<file path="src/rtl/instr_fetch_stage.sv">
// Instruction fetch stage: owns the PC, reads instruction memory over a req/ready
// handshake and holds the fetched word in the IF/ID register for decode.
module instr_fetch_stage #(
    parameter logic [31:0] RESET_PC = 32'h0000_0000,
    parameter logic [31:0] NOP_WORD = 32'h0000_0000
) (
    input  logic        clk,
    input  logic        rst_n,
    input  logic        stall,
    input  logic        jump_en,
    input  logic [31:0] jump_addr,
    output logic        imem_req,
    output logic [31:0] imem_addr,
    input  logic        imem_ready,
    input  logic [31:0] imem_rdata,
    output logic [31:0] address,
    output logic [31:0] PC_4,
    output logic        instr_valid,
    output logic [15:0] fetch_count,
    output logic        misalign_err
);

    typedef enum logic {IDLE, FETCH} state_t;

    state_t      state;
    logic [31:0] pc;
    logic [31:0] pc_plus4;
    logic        ld;

    // A held instruction that decode cannot take blocks the next request.
    assign imem_req  = (state == FETCH) && !(instr_valid && stall);
    assign imem_addr = pc;
    assign pc_plus4  = pc + 32'd4;
    assign ld        = imem_req && imem_ready && !jump_en;

    always_ff @(posedge clk or negedge rst_n) begin
        if (!rst_n) begin
            state        <= IDLE;
            pc           <= RESET_PC;
            address      <= NOP_WORD;
            PC_4         <= 32'h0000_0000;
            instr_valid  <= 1'b0;
            fetch_count  <= 16'h0000;
            misalign_err <= 1'b0;
        end else begin
            state <= FETCH;
            if (jump_en) begin
                // Redirect wins over stall and discards any same-cycle response.
                pc          <= jump_addr & 32'hFFFF_FFFC;
                instr_valid <= 1'b0;
                address     <= NOP_WORD;
                if (jump_addr[1:0] != 2'b00) begin
                    misalign_err <= 1'b1;
                end
            end else if (ld) begin
                address     <= imem_rdata;
                PC_4        <= pc_plus4;
                instr_valid <= 1'b1;
                pc          <= pc_plus4;
                fetch_count <= fetch_count + 16'd1;
            end else if (instr_valid && !stall) begin
                instr_valid <= 1'b0;
                address     <= NOP_WORD;
            end
        end
    end

endmodule

</file>
<file path="config.mk">
export PLATFORM = sky130hd
export DESIGN_NAME = instr_fetch_stage
export DESIGN_NICKNAME = d
export VERILOG_FILES = /design/src/rtl/instr_fetch_stage.sv
export SDC_FILE = /design/constraint.sdc
export NUM_CORES = 1
export LEC_CHECK = 0
export BUFFER_PORTS_ARGS = -buffer_cell sky130_fd_sc_hd__buf_4
export CORE_ASPECT_RATIO = 0.75
export CORE_UTILIZATION = 50
export CTS_CLUSTER_SIZE = 20
export DETAILED_ROUTE_END_ITERATION = 12
export HOLD_SLACK_MARGIN = 0.02
export PLACE_DENSITY = 0.8
export SKIP_CTS_REPAIR_TIMING = 1
export SYNTH_ARGS = -nofsm -noshare
export SYNTH_HDL_FRONTEND = slang
export SYNTH_SLANG_ARGS = --single-unit
</file>
<file path="constraint.sdc">
create_clock -name clk -period 2.3 [get_ports clk]
set_input_delay 0.115 -clock clk [delete_from_list [all_inputs] [get_ports clk]]
set_output_delay 0.115 -clock clk [all_outputs]
set_load 0.05 [all_outputs]
</file>
# Yosys cells after proc, flatten, opt, wreduce, memory -nomap -nowiden
# Index checks and enable logic that the tools add are counted.
# totals
regBits,115
input_bits,69
out_inout_bits,115
word_cells,31
# classes
addsub,2
n_mux,8
bitwise,1
n_reduce_logical,13
# ops
cell,n
32-bit two-way mux,5
"32-bit by 3-bit adder with 32-bit output, second input constant",1
"16-bit by 1-bit adder with 16-bit output, second input constant",1
1-bit logical AND,5
2-bit AND reduction,2
2-bit nonzero test,2
1-bit zero test,3
1-bit two-way mux,3
3-bit nonzero test,1
1-bit NOT,1

# Longest topological paths before layout
# depth
depth_word,7
ltp_mapped,8
mapped_depth_nobuf,6

# Least setup slack after synthesis
# Ideal clock, no wire load.
# synth_path
path_kind,reg2reg
startpoint,register instr_valid
endpoint,register address[10]
setup_time_ns,0.067
arrival_time_ns,2.387
t_required_ns,2.233
setup_slack_ns,-0.154
stages_incl_launch_ff,6
n_path_buf,1
synth_period_minus_slack_ns,2.454
path_cell_list,dfrtp_1 a21boi_2 nand2_1 nor2_1 clkbuf_1 a22o_1
# synth_between
elab_chain_cells,7
word_cells_on_any_way,9
cone_classes,mux (2); reduce/logical (7)
# synth_lines
item,line_no,rtl
"start, declared",18,"output logic instr_valid,"
"start signal, assigned",42,instr_valid <= 1'b0;
"start signal, assigned",50,instr_valid <= 1'b0;
"start signal, assigned",58,instr_valid <= 1'b1;
1-bit logical AND (*),31,assign imem_req = (state == FETCH) && !(instr_valid && stall);
1-bit zero test (*),31,
1-bit logical AND (*),31,
named net imem_req,12,"output logic imem_req,"
1-bit logical AND (*) (2 in a row),34,assign ld = imem_req && imem_ready && !jump_en;
32-bit two-way mux,55,end else if (ld) begin
32-bit two-way mux,47,if (jump_en) begin
"end signal, assigned",56,address <= imem_rdata;
"end, declared",16,"output logic [31:0] address,"
# The timed path passes the listed nets; every way through them passes the cells marked *.
# A chain may end at the register's enable or synchronous reset.

# Final worst setup path
# layout_path
startpoint,"register pc[18], in the netlist imem_addr[18]"
endpoint,"register pc[31], in the netlist imem_addr[31]"
# layout_between
elab_chain_cells,3
# layout_lines
item,line_no,rtl
"start, declared",26,logic [31:0] pc;
"start signal, assigned",49,pc <= jump_addr & 32'hFFFF_FFFC;
"start signal, assigned",59,pc <= pc_plus4;
32-bit by 3-bit adder with 32-bit output,33,assign pc_plus4 = pc + 32'd4;
32-bit two-way mux,55,
32-bit two-way mux,47,
# No other way between the ends. The select of a mux whose other input is x is not followed.

==> results.yml <==
cells_and_area:
  design_area_mm2: 0.00761
  multi_input_area_mm2: 0.00230
  regArea_mm2: 0.00278
  antenna_cells: 0
  drive_gt1_share_pct: 30.4
  finalNonFillerCells: 883
  fillers: 659
  area_delta_synth_final_pct: 45.0
  fin_nets: 817
yosys:
  synth-async-reset-ratio_pct: 100
  yosys_warnings: 0
  netlist_area_mm2: 0.00525
  synth-seq-cells: 111
  ys_top_cells_by_count: "dfrtp_1 (111), nand2_1 (82), xnor2_1 (48), o21ai_0 (40), a22o_1 (32)"
  syn_avg_cell_area_um2: 10.3
  netlist_instances: 512
  ys_seq_area_share_pct: 52.9
  synth_largest_area_cell: "dfrtp_1"
  ys.flop_type: "dfrtp_1"
  yosys-top-cells-area: "dfrtp_1 (53%), xnor2_1 (8.0%), nand2_1 (5.9%)"
  synth_top_area_share_pct: 52.9
  yosys.cell_count.top_type: "dfrtp_1"
  synthDistinctLibCells: 43
  synth_edf_count: 0
drt:
  remaining_drc_errors: 0
  ant_nets: 0
  avgRoutedWirePerCell_um: 17.8
  drt-total-wl_um: 15700
  viasPerCell: 5.42
  drtIter0Drc: 333
  firstDrtPassIters: 5
  vias: 4785
setup_path:
  crit_path_end_kind: "register"
  critPathBufInv: 0
  cp.required_ns: 2.51
  worstSetupPathType: "register to register"
  cpMaxStageDelayCell: "or4_4"
  crit_arrival_ns: 2.25
  max_stage_delay_ns: 0.66
  start_kind: "register"
  path_delay_family: "simple AND/OR/NAND/NOR gates"
  crit_chain: "nand4_1, or4_4, nor4_4, xnor2_1, o21ai_1"
  cp_max_fo: 6
place:
  io_buffers: 179
  postPlaceCellArea_mm2: 0.00671
  gp_congestion: 0.857
  placed_cells: 805
  hpwl_um: 10200
floorplan:
  rows: 31
  die_h_um: 90.8
  pin_count: 184
  dieWidth_um: 120
  core-area_mm2: 0.00993
  dieArea_mm2: 0.0109
  start_util_pct: 52.9
clock_network:
  cts_sinks: 111
  clock_latency_ns: 0.35
  ctsHtreeMaxLevel: 3
  cts_tree: "yes"
  numCtsBuffers: 9
  cts-root-buf: "clkbuf_16"
  cts.clk_slew.worst_paths_ns: 0.07
  clk_path_buf_depth: 2
min_path:
  hold_class: "input port to register"
status:
  violations: "negative hold slack"
  outcome: "complete, but fails checks"
pwr:
  p_leak_nw: 3.53
  peakVddDrop_uv: 451
  power_density_mw_per_mm2: 750
run:
  drv_cap: 0
timing:
  period_share_pct: 88.8
  timing.hold.ws_ns: -0.0141
  tightestPinTransition_ns: 0.632
  tns_ns: 0
  slew_headroom_pct: 57.5
  finalSetupViolCount: 0
  period_needed_ns: 2.04
  max_freq_ghz: 0.490
  slew_violations: 0
  skew_ns: 0.00508
  hold_violations: 1
  rsz0062_at_grt: "false"
global_route:
  grt_usage_pct: 26.5
  grt_antenna_before_repair: 0
  grt_pass1_wl_um: 22400
  grt_max_degree: 62
  grt_overflow_total: 0
  grt_pass1_vias: 4275
cell usage in the layout, fill, tap and decap left out, drive strengths merged, types with 8 or more instances in the layout:
cell,netlist,routed
a22o,32,32
and3,12,12
buf,9,192
clkbuf,24,9
dfrtp,111,111
dlygate4sd3,0,62
nand2,82,82
nand3,29,29
nand4,17,17
nor2,17,17
nor3,13,13
nor4,8,8
o21ai,59,59
xnor2,48,48
xor2,24,24
sequential cells by signal, summed over array words and instances (netlist names):
signal	flops
PC_4	30
fetch_count	16
address	32
state	1
misalign_err	1
imem_addr	30
instr_valid	1
cell type report:
type	count	area share, %
tap	132	2.17
timing repair buffer	254	27.3
sequential	111	36.5
clock buffer	9	2.96
inverter	4	0.197
clock inverter	7	0.723
multi-input combinational	366	30.2
worst min-delay path, cell delays in order:
cell     delay (ns)
buf_4          0.08
nand2_1        0.05
o21ai_0        0.06
through the flow:
step           util [%]  total power, mW  setup WS [ns]
2_1_floorplan         -             3.51         0.0553
3_3_place_gp       67.6             4.12          0.364
3_5_place_dp       67.6             4.16          0.324
4_1_cts            70.4             5.62          0.283
5_1_grt            76.7             5.94          0.127
6_report           76.7             5.71          0.258
metal layers:
metal,vias up,GRT usage [%],share of wire [%]
met4,0,5.04,0.92
met5,-,0,0
met3,15,7.58,7.9
li1,2228,-,-
met1,2331,37.8,42
met2,211,40.3,49
report_power, final:
group / internal (mW) / total (mW) / leakage, nW / switching, mW
sequential: 2.16 / 2.39 / 1.43 / 0.226
combinational: 0.615 / 1.85 / 1.98 / 1.23
clock: 0.742 / 1.47 / 0.121 / 0.732
worst paths after layout:
check / slack [ns] / end / start / cells after the start
max: 0.26 / imem_addr[31]$_DFFE_PN0P_ / imem_addr[18]$_DFFE_PN0P_ / 5
min: -0.01 / imem_addr[16]$_DFFE_PN0P_ / jump_addr[16] / 3
max reg2reg: 0.26 / imem_addr[31]$_DFFE_PN0P_ / imem_addr[18]$_DFFE_PN0P_ / 5
min reg2reg: 0.47 / fetch_count[15]$_DFFE_PN0P_ / fetch_count[15]$_DFFE_PN0P_ / 1
max in group asynchronous: 1.36 / imem_addr[3]$_DFFE_PN0P_ / rst_n / 3
min in group asynchronous: 0.21 / address[18]$_DFFE_PN0P_ / rst_n / 2
cell families after synthesis:
| group | Yosys count | share of synthesized area (%) |
|---|---|---|
| AO/OA/AOI/OAI | 93 | 11.4 |
| other | 2 | 0.143 |
| AND/OR/NAND/NOR | 192 | 18.8 |
| multiplexers | 2 | 0.405 |
| flip-flops | 111 | 52.9 |
| buffers and inverters | 38 | 3.86 |
| XOR/XNOR | 72 | 12.0 |
| adder cells (fa/ha/maj) | 2 | 0.476 |
Power figures use the tool's default switching activity.
